$ cat src/rtl/seg7_scan_if.sv
// seg7_scan_if: bundle between the value-producing bus logic and the scan
// controller, plus the decoder/digit-driver side outputs.
//   en, load, value[15:0], lz   : written by the bus side (master)
//   load_ack, pending           : shadow-buffer status back to the bus side
//   bin[3:0], dec_en, dig_sel[3:0], frame : scan outputs to decoder/drivers
interface seg7_scan_if;
    logic        en;
    logic        load;
    logic [15:0] value;
    logic        lz;
    logic        load_ack;
    logic        pending;
    logic [3:0]  bin;
    logic        dec_en;
    logic [3:0]  dig_sel;
    logic        frame;

    modport master (
        output en, load, value, lz,
        input  load_ack, pending, bin, dec_en, dig_sel, frame
    );

    modport slave (
        input  en, load, value, lz,
        output load_ack, pending, bin, dec_en, dig_sel, frame
    );
endinterface

$ cat src/rtl/seg7_scan_ctrl.sv
// seg7_scan_ctrl: time-multiplexed scan controller for a 4-digit display that
// shares one binary-to-7-segment decoder. Double-buffers the displayed value
// (shadow -> active at frame boundaries), blanks the start of every digit slot
// against ghosting, and optionally suppresses leading zeros.
// Ports:
//   clk    : rising-edge clock
//   rst_n  : asynchronous active-low reset
//   bus    : seg7_scan_if.slave (en/load/value/lz in; load_ack/pending/bin/
//            dec_en/dig_sel/frame out)
// Parameters:
//   PRESCALE : cycles per digit slot (4..65535)
//   BLANK    : dark cycles at the start of each slot (0..PRESCALE-2)
module seg7_scan_ctrl #(
    parameter int PRESCALE = 1000,
    parameter int BLANK    = 50
) (
    input  logic        clk,
    input  logic        rst_n,
    seg7_scan_if.slave  bus
);

    typedef enum logic [1:0] {ST_IDLE, ST_BLANK, ST_SHOW} state_t;

    localparam logic [15:0] SLOT_LAST  = 16'(PRESCALE - 1);
    localparam logic [15:0] BLANK_LAST = 16'(BLANK - 1);
    // With no blank time a slot opens directly in SHOW.
    localparam state_t      SLOT_START = (BLANK == 0) ? ST_SHOW : ST_BLANK;

    state_t      state;
    logic [15:0] slot_cnt;
    logic [1:0]  digit;
    logic [15:0] shadow;
    logic [15:0] active;
    logic        shadow_lz;
    logic        active_lz;
    logic        pending;
    logic        load_ack;
    logic        frame;

    logic        scanning;
    logic        slot_end;
    logic        boundary;
    logic        xfer;
    logic [3:0]  cur_nib;
    logic        supp;

    assign scanning = (state != ST_IDLE);
    assign slot_end = scanning && (slot_cnt == SLOT_LAST);
    // Only a slot end that actually continues scanning counts as a boundary;
    // a simultaneous en=0 drops to IDLE, where any pending value moves anyway.
    assign boundary = slot_end && bus.en && (digit == 2'd3);
    assign xfer     = pending && (boundary || (state == ST_IDLE));

    always_ff @(posedge clk or negedge rst_n) begin
        if (!rst_n) begin
            state     <= ST_IDLE;
            slot_cnt  <= '0;
            digit     <= '0;
            shadow    <= '0;
            active    <= '0;
            shadow_lz <= 1'b0;
            active_lz <= 1'b0;
            pending   <= 1'b0;
            load_ack  <= 1'b0;
            frame     <= 1'b0;
        end else begin
            load_ack <= bus.load;
            frame    <= 1'b0;

            // The transfer reads the old shadow, so a load on the same edge
            // lands in the shadow and leaves pending set.
            if (xfer) begin
                active    <= shadow;
                active_lz <= shadow_lz;
            end
            if (bus.load) begin
                shadow    <= bus.value;
                shadow_lz <= bus.lz;
                pending   <= 1'b1;
            end else if (xfer) begin
                pending   <= 1'b0;
            end

            if (!bus.en) begin
                state    <= ST_IDLE;
                slot_cnt <= '0;
                digit    <= '0;
            end else begin
                case (state)
                    ST_IDLE: begin
                        state    <= SLOT_START;
                        slot_cnt <= '0;
                        digit    <= '0;
                    end
                    default: begin
                        if (slot_end) begin
                            slot_cnt <= '0;
                            digit    <= digit + 2'd1;
                            state    <= SLOT_START;
                            frame    <= (digit == 2'd3);
                        end else begin
                            slot_cnt <= slot_cnt + 16'd1;
                            if (state == ST_BLANK && slot_cnt == BLANK_LAST)
                                state <= ST_SHOW;
                        end
                    end
                endcase
            end
        end
    end

    assign cur_nib = active[{digit, 2'b00} +: 4];

    // Digit k blanks when it and every more-significant digit are zero.
    always_comb begin
        supp = 1'b0;
        case (digit)
            2'd1:    supp = (active[15:4]  == 12'd0);
            2'd2:    supp = (active[15:8]  == 8'd0);
            2'd3:    supp = (active[15:12] == 4'd0);
            default: supp = 1'b0;
        endcase
        supp = supp && active_lz;
    end

    assign bus.bin      = scanning ? cur_nib : 4'd0;
    assign bus.dig_sel  = (state == ST_SHOW) ? (4'b0001 << digit) : 4'b0000;
    assign bus.dec_en   = (state == ST_SHOW) && !supp;
    assign bus.pending  = pending;
    assign bus.load_ack = load_ack;
    assign bus.frame    = frame;

endmodule

$ cat src/flat_wrapper.sv
// flat-port wrapper written by rule: the top's interface ports become plain ports
module seg7_scan_ctrl_flat 
#(
    parameter int PRESCALE = 1000,
    parameter int BLANK    = 50
)
  (clk, rst_n, bus_en, bus_load, bus_value, bus_lz, bus_load_ack, bus_pending, bus_bin, bus_dec_en, bus_dig_sel, bus_frame);
  seg7_scan_if bus_i ();
  input  logic clk;
  input  logic rst_n;
  input wire logic [$bits(bus_i.en)-1:0] bus_en;
  input wire logic [$bits(bus_i.load)-1:0] bus_load;
  input wire logic [$bits(bus_i.value)-1:0] bus_value;
  input wire logic [$bits(bus_i.lz)-1:0] bus_lz;
  output wire logic [$bits(bus_i.load_ack)-1:0] bus_load_ack;
  output wire logic [$bits(bus_i.pending)-1:0] bus_pending;
  output wire logic [$bits(bus_i.bin)-1:0] bus_bin;
  output wire logic [$bits(bus_i.dec_en)-1:0] bus_dec_en;
  output wire logic [$bits(bus_i.dig_sel)-1:0] bus_dig_sel;
  output wire logic [$bits(bus_i.frame)-1:0] bus_frame;
  assign bus_i.en = bus_en;
  assign bus_i.load = bus_load;
  assign bus_i.value = bus_value;
  assign bus_i.lz = bus_lz;
  assign bus_load_ack = bus_i.load_ack;
  assign bus_pending = bus_i.pending;
  assign bus_bin = bus_i.bin;
  assign bus_dec_en = bus_i.dec_en;
  assign bus_dig_sel = bus_i.dig_sel;
  assign bus_frame = bus_i.frame;
  seg7_scan_ctrl #(.PRESCALE(PRESCALE), .BLANK(BLANK)) u_core (.clk(clk), .rst_n(rst_n), .bus(bus_i));
endmodule
$ cat config.mk
export PLATFORM = sky130hd
export DESIGN_NAME = seg7_scan_ctrl_flat
export DESIGN_NICKNAME = d
export VERILOG_FILES = /design/src/rtl/seg7_scan_if.sv /design/src/rtl/seg7_scan_ctrl.sv /design/src/flat_wrapper.sv
export SDC_FILE = /design/constraint.sdc
export NUM_CORES = 1
export LEC_CHECK = 0
export ABC_AREA = 1
export BUFFER_PORTS_ARGS = -buffer_cell sky130_fd_sc_hd__buf_2
export CAP_MARGIN = 40
export CORE_ASPECT_RATIO = 0.6
export CORE_MARGIN = 4
export CORE_UTILIZATION = 60
export DETAILED_ROUTE_END_ITERATION = 12
export HOLD_SLACK_MARGIN = 0.06
export PLACE_DENSITY = 0.84
export REMOVE_ABC_BUFFERS = 1
export SLEW_MARGIN = 20
export SYNTH_ARGS = -nofsm -noshare
export SYNTH_HDL_FRONTEND = slang
export SYNTH_SLANG_ARGS = --single-unit
$ cat constraint.sdc
create_clock -name clk -period 2.9 [get_ports clk]
set_input_delay 0.29 -clock clk [delete_from_list [all_inputs] [get_ports clk]]
set_output_delay 0.29 -clock clk [all_outputs]
set_load 0.05 [all_outputs]
# Word-level counts from Yosys, hierarchy flattened
# Cells that the tools add are included.
dict set report op_classes {
  n_bitwise 0
  div_mod_pow 0
  reduce_logical 15
  n_eq_ne 9
  n_shift 2
  muxes 18
  n_lt_le_gt_ge 0
  addsub 2
  multipliers 0
}
# operator count
set ops {}
lappend ops {{$mux W16} 3}
lappend ops {{$add A16 B1 Y16 const B} 1}
lappend ops {{$eq A16 B10 Y1 const B} 1}
lappend ops {{$eq A16 B6 Y1 const B} 1}
lappend ops {{$shiftx A16 B5 Y4} 1}
lappend ops {{$mux W2} 7}
lappend ops {{$logic_not A12 Y1} 1}
lappend ops {{$logic_not A8 Y1} 1}
lappend ops {{$mux W4} 2}
lappend ops {{$logic_and A1 B1 Y1} 7}
lappend ops {{$eq A2 B2 Y1 const B} 3}
lappend ops {{$mux W1} 5}
lappend ops {{$eq A2 B1 Y1 const B} 2}
lappend ops {{$logic_not A4 Y1} 1}
lappend ops {{$ne A4 B1 Y1 const B} 1}
lappend ops {{$reduce_bool A2 Y1} 2}
lappend ops {{$shl A1 B2 Y4 const A} 1}
lappend ops {{$ne A3 B1 Y1 const B} 1}
lappend ops {{$pmux W1 S3} 1}
lappend ops {{$add A2 B1 Y2 const B} 1}
lappend ops {{$logic_not A2 Y1} 1}
lappend ops {{$logic_not A1 Y1} 1}
lappend ops {{$logic_or A1 B1 Y1} 1}
dict set report totals {
  latch_bits 0
  wordCells 56
  ram_bits 0
  reg_bits 57
  rom_bits 0
  memories 0
  out_inout_bits 12
  in_bits 21
}

# Longest topological paths before layout
dict set report logic_depth {
  word_depth 8
  mapped_depth 11
}

# Worst setup path before layout
# Ideal clock, no wire load.
dict set report synth_timing {
  kind {reg2out}
  from {register u_core.digit[1]}
  to {output port bus_dec_en}
  t_arrival_ps 1762
  slack_ps 848
  stages_incl_launch_ff 8
  n_path_buf 0
  t_required_ps 2610
  path_cell_list {dfrtp_1 inv_1 ha_1 nand3_1 o21ai_0 nand2_1 nand2_1 a21oi_1}
}
dict set report synth_via {
  elab_chain_cells 5
}
# item line_no
set synth_rtl {}
lappend synth_rtl {{from (decl)} seg7_scan_ctrl.sv:31} ;# logic [1:0] digit;
lappend synth_rtl {{from (signal assigned)} seg7_scan_ctrl.sv:98} ;# digit <= digit + 2'd1;
lappend synth_rtl {{$eq A2 B2 Y1 or $eq A2 B1 Y1 (tied branches)} seg7_scan_ctrl.sv:117} ;# case (digit)
lappend synth_rtl {{$pmux W1 S3 (*)} seg7_scan_ctrl.sv:117}
lappend synth_rtl {{$logic_and A1 B1 Y1 (*)} seg7_scan_ctrl.sv:123} ;# supp = supp && active_lz;
lappend synth_rtl {{$logic_not A1 Y1 (*)} seg7_scan_ctrl.sv:128} ;# assign bus.dec_en = (state == ST_SHOW) && !supp;
lappend synth_rtl {{$logic_and A1 B1 Y1 (*)} seg7_scan_ctrl.sv:128}
lappend synth_rtl {{to (decl)} flat_wrapper.sv:18} ;# output wire logic [$bits(bus_i.dec_en)-1:0] bus_dec_en;
# Mark *: on every way between the ends. The rest lies on a longest branch, timed or not.

# Worst setup path after layout
dict set report layout_timing {
  from {register u_core.digit[0]}
  to {output port bus_dec_en}
}
# Same word-level chain as after synthesis.

==> flow_summary_export.csv <==
group,metric,value,unit
outcome,outcome,"finished clean",
global_routing,antenna_found_initial,0,
floorplan,pin_count,33,
cells_and_area,post_route_cells_drive_above_1_share,17.0,%
worst_hold_path,hold_class,"in2reg",
timing,finalClockSkew,7.12,ps
place,dpl_cell_area,3030,sq um
critical_path,worst-path-max-fanout,14,
run,max_cap_violations,0,
place,io_buffers,32,
place,place_ws,939,ps
global_routing,grt_overflow,0,
clocking,clkTransAtPathRegs,60,ps
timing,period_minus_slack,2370,ps
drt,drc_errors,0,
synth,syn_area,2830,sq um
drt,wire_per_inst,14.3,um
critical_path,path_class,"reg2out",
pwr,cellLeakagePower,0.00168,uW
critical_path,cp-start-kind,"flip-flop",
critical_path,r2r-start,"u_core.slot_cnt[0]",
cells_and_area,diodes,0,
drt,wl,6500,um
critical_path,worstPathRequired,2610,ps
clocking,cts_setup_buffers,0,
critical_path,arrival,2080,ps
clocking,numCtsBuffers,9,
synth,yosys_most_used_dff,"dfrtp_1",
pwr,intPower,1350,uW
synth,async_reset_ff_share,100,%
cells_and_area,final_area,3230,sq um
synth,synth_cells,353,
timing,setup_viol,0,
pwr,pwr-share-seq,49.6,%
clocking,cts.sink_count,57,
clocking,cts.path.max_buffers,2,
timing,slew-limit-headroom,49.0,%
synth,ys_warn_count,0,
clocking,clock_latency,340,ps
pwr,power_density,566,nW/um^2
synth,synth_edf_count,0,
timing,final_max_slew_viol_count,0,
critical_path,critPathLaunch,"u_core.digit[0]",
drt,ant_nets,0,
timing,min_period_over_period,81.6,%
drt,dr.pass1.iters,5,
global_routing,grt_max_degree,25,
clocking,cts_tree,"built",
cells_and_area,area_delta_synth_final,14.1,%
global_routing,grt_pass1_wl,10800,um
worst_hold_path,min_from,"bus_value[8]",
timing,hold_violations,0,
critical_path,crit_path_end_kind,"output port",
synth,synth_area_per_cell,8.02,sq um
drt,vias,2417,
cells_and_area,nets,417,
floorplan,dieWidth,96.7,um
pwr,peakVddDrop,0.361,mV
critical_path,r2r_setup_slack,1030,ps
place,place_congestion,0.926,
clocking,root_buffer,"clkbuf_8",
pwr,swShare,26.3,%
floorplan,initial_core_util,62.0,%
drt,via_per_inst,5.30,
floorplan,die_area,5920,sq um
global_routing,grt_pass1_vias,2307,
drt,drtIter0Drc,209,
global_routing,grt_usage,24.0,%
timing,fin_setup_tns,0,ps
pwr,p_switching,480,uW
synth,ys_types,31,
place,dp_hpwl,4360,um
floorplan,die_y,61.2,um
floorplan,coreArea,4560,sq um
timing,worstMarginPinSlew,765,ps
pwr,p_clk_share,40.7,%
timing,rsz0062_at_grt,"false",
timing,fmax,423,MHz
pwr,pwr-share-comb,9.7,%
floorplan,num_rows,19,
synth,synth-seq-area-share,50.4,%
clocking,htreeDepth,3,
synth,synth_seq_cells,57,
timing,setup_ws,534,ps
## metrics by stage
stage	util (%)	hold slack [ps]	power [uW]	instances
after floorplan	-	-5.59	1010	343
after global placement	66.3	187	1080	440
after detailed placement	66.3	185	1090	440
after CTS	70.8	135	1840	456
after global routing	70.8	129	1920	456
final	70.8	145	1830	456
## Yosys cell counts, types with 3 or more instances
cell type | instances | area, sq um
ha_1 | 7 | 87.6
nand2_1 | 116 | 435
clkbuf_1 | 3 | 11.3
nor2_1 | 41 | 154
nand4_1 | 3 | 18.8
buf_2 | 3 | 15.0
nand3_1 | 27 | 135
nor3b_1 | 4 | 30.0
dfrtp_1 | 57 | 1430
o21ai_0 | 9 | 45.0
nor3_1 | 11 | 55.1
inv_1 | 28 | 105
nand2_2 | 5 | 31.3
a21oi_1 | 12 | 60.1
nor2_2 | 3 | 18.8
inv_2 | 3 | 11.3
## area by class of cell
type,count,area (sq um)
repair buffers,35,185
clock inverters,3,40.0
multi-input cells,254,1220
inverters,32,120
fillers,392,1330
flip-flops and latches,57,1430
well taps,63,78.8
clock buffers,12,155
## logic make-up after synthesis
| kind of cell | share of synthesized area, % |
|---|---|
| xor+xnor | 0.309 |
| simple gates | 35.2 |
| fa+ha+maj | 3.09 |
| buf+inv | 6.36 |
| flops | 50.4 |
| compound gates | 4.68 |
## layout by cell type (no fill, tap or decap), types with 2 or more instances in the layout
master	netlist	layout
nand4_1	3	3
nor3b_2	2	2
nor3_1	11	11
o21ai_0	9	9
clkbuf_8	0	11
a31oi_1	2	2
nor2_2	3	3
nor2_1	41	41
nor2_4	2	2
a21oi_1	12	12
inv_1	28	28
clkinv_2	0	2
o211ai_1	2	2
inv_2	3	3
ha_1	7	7
buf_4	1	2
nand2_4	2	2
nand2_2	5	5
buf_2	3	32
nand3_1	27	27
nor3b_1	4	4
dfrtp_1	57	57
nand2_1	116	116
## final timing paths
check / endpoint / cells after the start
setup / recovery: bus_dec_en / 8
hold / removal: u_core.shadow[8] / 3
setup reg to reg: u_core.active[5] / 10
hold reg to reg: u_core.shadow[7] / 2
max in group asynchronous: u_core.shadow[4] / 3
min in group asynchronous: u_core.active[8] / 2
## critical path, stage by stage (launching register included)
cell,delay [ps]
dfrtp_1,600
inv_1,250
ha_1,250
inv_1,60
o21ai_0,70
nand2_1,70
nand2_1,50
a21oi_1,110
buf_2,270
## routing by layer
metal / GRT usage, % / vias to the layer above / wire, um
li1: - / 1189 / -
met1: 31.9 / 1128 / 3110
met2: 36.9 / 88 / 2860
met3: 9.05 / 12 / 440
met4: 8.60 / 0 / 97
met5: 0 / - / 0
## power by group through the flow
| stage | Clock (uW) | Sequential, uW | Combinational (uW) |
|---|---|---|---|
| 6_report | 745 | 906 | 177 |
| 5_1_grt | 802 | 913 | 202 |
| 4_1_cts | 757 | 904 | 179 |
| 3_5_place_dp | 0 | 916 | 175 |
| 3_3_place_gp | 0 | 915 | 168 |
| 2_1_floorplan | 0 | 907 | 106 |
## flip-flops by register name, summed over array words and instances (netlist names)
register and count:
u_core.active 16, u_core.active_lz 1, u_core.bus.frame 1, u_core.bus.load_ack 1, u_core.bus.pending 1, u_core.digit 2
u_core.shadow 16, u_core.shadow_lz 1, u_core.slot_cnt 16, u_core.state 2
## timing repair
action                                 in CTS  in global routing
hold buffers                                1                  0
gates resized for setup                     0                  0
endpoints found under the hold margin      11                  0
(Power assumes the default switching activity.)
